--- config.mk ---
export PLATFORM = sky130hd
export DESIGN_NAME = serial_demux
export DESIGN_NICKNAME = d
export VERILOG_FILES = /design/src/rtl/serial_demux_pkg.sv /design/src/rtl/serial_demux_counter.sv /design/src/rtl/serial_demux.sv
export SDC_FILE = /design/constraint.sdc
export NUM_CORES = 1
export LEC_CHECK = 0
export CELL_PAD_IN_SITES_DETAIL_PLACEMENT = 1
export CELL_PAD_IN_SITES_GLOBAL_PLACEMENT = 2
export CORE_MARGIN = 4
export CORE_UTILIZATION = 30
export CTS_CLUSTER_SIZE = 25
export DETAILED_ROUTE_END_ITERATION = 16
export MAX_ROUTING_LAYER = met4
export PLACE_DENSITY = 0.73
export SLEW_MARGIN = 10
export SYNTH_ARGS = -nofsm -noshare
export SYNTH_HDL_FRONTEND = slang
export SYNTH_HIERARCHICAL = 1
export SYNTH_SLANG_ARGS = --single-unit
export TNS_END_PERCENT = 20
--- constraint.sdc ---
create_clock -name clk -period 2.6 [get_ports clk]
set_input_delay 0.52 -clock clk [delete_from_list [all_inputs] [get_ports clk]]
set_output_delay 0.52 -clock clk [all_outputs]
set_load 0.05 [all_outputs]
--- src/rtl/serial_demux_pkg.sv ---
// Shared types and sizing for the serial packet demultiplexer.
package serial_demux_pkg;

    // Width of the destination-port field; lane count follows from it.
    localparam int PORT_W    = 2;
    // Width of the payload-length field; longest payload is 2**LEN_W-1 bits.
    localparam int LEN_W     = 4;
    localparam int NUM_LANES = 2 ** PORT_W;
    // One counter serves the header phases and the payload, so it must hold
    // both the largest payload length and the longest header field.
    localparam int CNT_W     = LEN_W;

    // Bit counts of the two header phases, pre-sized for the counter load.
    localparam logic [CNT_W-1:0] PORT_BITS = CNT_W'(PORT_W);
    localparam logic [CNT_W-1:0] LEN_BITS  = CNT_W'(LEN_W);

    typedef enum logic [1:0] {
        ST_IDLE = 2'd0,
        ST_PORT = 2'd1,
        ST_LEN  = 2'd2,
        ST_DATA = 2'd3
    } state_t;

endpackage

--- src/rtl/serial_demux_counter.sv ---
// Loadable down-counter that tracks how many bits remain in the current phase.
module demux_counter #(
    parameter int W = 4
) (
    input  logic         clk,
    input  logic         rst,
    input  logic         i_load,
    input  logic [W-1:0] i_load_val,
    input  logic         i_dec,
    output logic         o_is_one
);

    logic [W-1:0] r_count;

    // Load has priority over decrement so a phase change can restart the count.
    always_ff @(posedge clk) begin
        if (rst) begin
            r_count <= '0;
        end else if (i_load) begin
            r_count <= i_load_val;
        end else if (i_dec) begin
            r_count <= r_count - 1'b1;
        end
    end

    // A count of one means the bit on the line now is the last of its phase.
    assign o_is_one = (r_count == W'(1));

endmodule

--- src/rtl/serial_demux.sv ---
// Serial packet demultiplexer: start bit, port field, length field, then
// payload bits steered combinationally onto one of the output lanes.
module serial_demux
    import serial_demux_pkg::*;
(
    input  logic                 clk,
    input  logic                 rst,
    input  logic                 SE_in,
    output logic                 Valid,
    output logic [NUM_LANES-1:0] Serial_out,
    output logic [PORT_W-1:0]    Port_number
);

    state_t             r_state;
    state_t             w_state_next;

    // Only the bits preceding the final header bit need storing; the final
    // bit is taken straight from the line when the field is assembled.
    logic [PORT_W-2:0]  r_port_sh;
    logic [LEN_W-2:0]   r_len_sh;
    logic [PORT_W-1:0]  r_port_num;

    logic [PORT_W-1:0]  w_port_asm;
    logic [LEN_W-1:0]   w_len_asm;

    logic               w_cnt_load;
    logic [CNT_W-1:0]   w_cnt_val;
    logic               w_cnt_dec;
    logic               w_cnt_is_one;
    logic               w_port_load;

    // Fields as they stand once the current line bit is shifted in (MSB first).
    assign w_port_asm = {r_port_sh, SE_in};
    assign w_len_asm  = {r_len_sh, SE_in};

    demux_counter #(
        .W (CNT_W)
    ) u_counter (
        .clk        (clk),
        .rst        (rst),
        .i_load     (w_cnt_load),
        .i_load_val (w_cnt_val),
        .i_dec      (w_cnt_dec),
        .o_is_one   (w_cnt_is_one)
    );

    // State register; reset abandons any partial packet.
    always_ff @(posedge clk) begin
        if (rst) begin
            r_state <= ST_IDLE;
        end else begin
            r_state <= w_state_next;
        end
    end

    // Next state and counter control; each phase loads the counter with its
    // own bit count and leaves when the counter reports its last bit.
    always_comb begin
        w_state_next = r_state;
        w_cnt_load   = 1'b0;
        w_cnt_val    = '0;
        w_cnt_dec    = 1'b0;
        w_port_load  = 1'b0;
        case (r_state)
            ST_IDLE: begin
                if (!SE_in) begin
                    w_state_next = ST_PORT;
                    w_cnt_load   = 1'b1;
                    w_cnt_val    = PORT_BITS;
                end
            end
            ST_PORT: begin
                if (w_cnt_is_one) begin
                    w_state_next = ST_LEN;
                    w_cnt_load   = 1'b1;
                    w_cnt_val    = LEN_BITS;
                    w_port_load  = 1'b1;
                end else begin
                    w_cnt_dec = 1'b1;
                end
            end
            ST_LEN: begin
                if (w_cnt_is_one) begin
                    // A zero-length packet returns straight to idle.
                    if (w_len_asm != '0) begin
                        w_state_next = ST_DATA;
                        w_cnt_load   = 1'b1;
                        w_cnt_val    = w_len_asm;
                    end else begin
                        w_state_next = ST_IDLE;
                    end
                end else begin
                    w_cnt_dec = 1'b1;
                end
            end
            ST_DATA: begin
                if (w_cnt_is_one) begin
                    w_state_next = ST_IDLE;
                end else begin
                    w_cnt_dec = 1'b1;
                end
            end
            default: begin
                w_state_next = ST_IDLE;
            end
        endcase
    end

    // Header shift registers; they only advance while their field is on the line.
    always_ff @(posedge clk) begin
        if (rst) begin
            r_port_sh <= '0;
            r_len_sh  <= '0;
        end else begin
            if (r_state == ST_PORT) begin
                r_port_sh <= w_port_asm[PORT_W-2:0];
            end
            if (r_state == ST_LEN) begin
                r_len_sh <= w_len_asm[LEN_W-2:0];
            end
        end
    end

    // Port number holds the last completed port field until the next one lands.
    always_ff @(posedge clk) begin
        if (rst) begin
            r_port_num <= '0;
        end else if (w_port_load) begin
            r_port_num <= w_port_asm;
        end
    end

    assign Valid       = (r_state == ST_DATA);
    assign Port_number = r_port_num;

    // Zero-latency lane steering: the selected lane mirrors the line during payload.
    generate
        for (genvar gi = 0; gi < NUM_LANES; gi++) begin : g_lane
            assign Serial_out[gi] = Valid & (r_port_num == PORT_W'(gi)) & SE_in;
        end
    endgenerate

endmodule

==> results_dict.tcl <==
set metrics [dict create \
    fin_crit_ps 2360 \
    ios 10 \
    synth_warnings 6 \
    die_h_um 55.9 \
    grt_start_max_net_pins 13 \
    critPathKind "flop to output pin" \
    maxCapViolations 0 \
    power.total_uw 449 \
    max-clock-path-buffers 2 \
    cts_num_sinks 12 \
    syn_nets 88 \
    synth_edf_count 0 \
    worstRegToRegCells 6 \
    worst_slew_pin_slew_ps 721 \
    drt_wl_total_um 1450 \
    finalInstanceArea_sq_um 877 \
    netlist_instances 83 \
    vias 566 \
    hold_viol 0 \
    place_area_sq_um 841 \
    cts_root_buf "clkbuf_4" \
    skew_ps 2.26 \
    core_area_sq_mm 0.00219 \
    grt-ovfl-total 0 \
    hpwl_um 1130 \
    synthArstFlopShare_pct 0 \
    ys.flop_type "dfxtp_1" \
    end_kind "output pin" \
    reg2reg_slack_ps 580 \
    status "finished, final reports clean" \
    crit_slowest_cell "clkdlybuf4s50_1" \
    arrival_ps 1840 \
    crit_chain "and2_1, clkdlybuf4s50_1" \
    clkTransAtPathRegs_ps 70 \
    finalNonFillerCells 120 \
    worstSetupStartpoint "r_state[0]" \
    drv_slew 0 \
    reg2reg_from "u_counter/r_count[0]" \
    antenna_found_initial 0 \
    hold_buffers 0 \
    place_ws_ps 147 \
    max_freq_mhz 423 \
    powerDensity_mw_per_mm2 512 \
    seq_area_frac_synth_pct 35.0 \
    startpoint_type "flop" \
    grt_setup_unrepaired "no" \
    period_share_pct 90.8 \
    chipWidth_um 55.9 \
    cp.required_ps 2080 \
    cts_made_buffers 3 \
    crit_end "Valid" \
    yosysUniqueCellTypes 31 \
    initial_core_util_pct 31.4 \
    syn_area_per_cell_sq_um 8.28 \
    setup_violations 0 \
    grt_pass1_vias 594 \
    drc 0 \
    rows 17 \
    layout-drive-gt1-share_pct 16.3 \
    viasPerCell 4.72 \
    dr.pass1.iters 4 \
    area_growth_pct 27.7 \
    drt_iter0_markers 8 \
    diodes 0 \
    p_leak_uw 0.000349 \
    gp_congestion 0.684 \
    fin_util_pct 40.0 \
    r2r_end "u_counter/r_count[0]" \
    post_cts_buffers 0 \
    worst_slack_ps 238 \
    slowest_delay_ps 810 \
    syn_area_sq_um 687 \
    hold_class "flop to flop" \
    cts-resized-gates 0 \
    layout.nets 98 \
    worstSkewPairLatency_ps 260 \
    dp.cells 116 \
    port_buffers 9 \
    synth-seq-cells 12 \
    htreeDepth 1 \
    ant_nets 0 \
    routedWlPerCell_um 12.1 \
    min_path_cells 2 \
    vdd_drop_max_mv 0.310 \
    maxSlewHeadroom_pct 51.4 \
    dieArea_sq_mm 0.00312 \
    track_usage_pct 10.9 \
    cp_max_fo 12 \
    cts_tree "built" \
    grt_pass1_wl_um 2700 \
]
==> metal layers <==
metal | track usage (%) | wire (um)
met3 | 2.09 | 20
met5 | - | 0
met2 | 17.1 | 715
met1 | 14.4 | 706
met4 | 3.05 | 10
==> cell usage after synthesis, types with 2 or more instances <==
cell	instances	share of area, %
a21oi_1	6	4.4
a311oi_1	2	2.6
nor3_1	2	1.5
nand3_1	2	1.5
xor2_1	2	2.6
nand2_1	4	2.2
nor2_1	14	7.7
mux2i_1	6	8.7
dfxtp_1	12	35
nand2b_1	2	1.8
o21a_1	2	2.2
ha_1	2	3.6
inv_1	5	2.7
clkbuf_1	5	2.7
==> how the worst min path moves through the flow <==
stage                      startpoint        endpoint  slack (ps)
after floorplan           r_len_sh[2]     r_len_sh[2]         460
after global placement      r_port_sh  Port_number[1]         480
after detailed placement    r_port_sh  Port_number[1]         490
after CTS                   r_port_sh  Port_number[1]         510
after global routing        r_port_sh  Port_number[1]         540
final                       r_port_sh  Port_number[1]         490
==> state kept, by name (all words and copies together), names as in the netlist <==
| signal | cells |
|---|---|
| Port_number | 2 |
| r_len_sh | 3 |
| r_port_sh | 1 |
| r_state | 2 |
| u_counter/r_count | 4 |
==> per-stage QoR <==
stage / TNS [ps] / hold slack [ps]
2_1_floorplan: -404 / 458
6_report: 0 / 495
3_3_place_gp: 0 / 475
4_1_cts: 0 / 505
3_5_place_dp: 0 / 486
5_1_grt: 0 / 535
==> where the power goes <==
group	leakage [uW]	internal [uW]	switching, uW	total (uW)
combinational	0.000230	44.6	44.5	89.1
sequential	0.0000980	196	18.3	215
clock	0.0000210	84.9	60.3	145
==> critical path: cells and delay by family (launching register included) <==
family | cells | cell delay, ps
buffers and inverters | 1 | 810
flip-flops | 1 | 550
AND/OR/NAND/NOR | 1 | 220
==> cells by family after synthesis <==
group,Yosys count,share of synthesized area [%]
simple gates,33,26.8
compound gates,15,14.4
buf+inv,12,7.65
flops,12,35.0
mux,6,8.74
xor+xnor,3,3.83
fa+ha+maj,2,3.64
==> area by class of cell <==
type / count / area [sq um]
fill: 267 / 1310
multi-input combinational: 59 / 394
sequential: 12 / 240
timing repair buffer: 12 / 153
clock buffer: 4 / 36.3
tap: 28 / 35.0
inverter: 5 / 18.8
==> layout by cell type (no fill, tap or decap), types with 3 or more instances in the layout <==
cell             instances
a21oi_1                  6
buf_12                   4
buf_4                    3
clkbuf_4                 3
clkdlybuf4s50_1          5
dfxtp_1                 12
inv_1                    5
mux2i_1                  6
nand2_1                  4
nor2_1                  14
(Power assumes the default switching activity.)
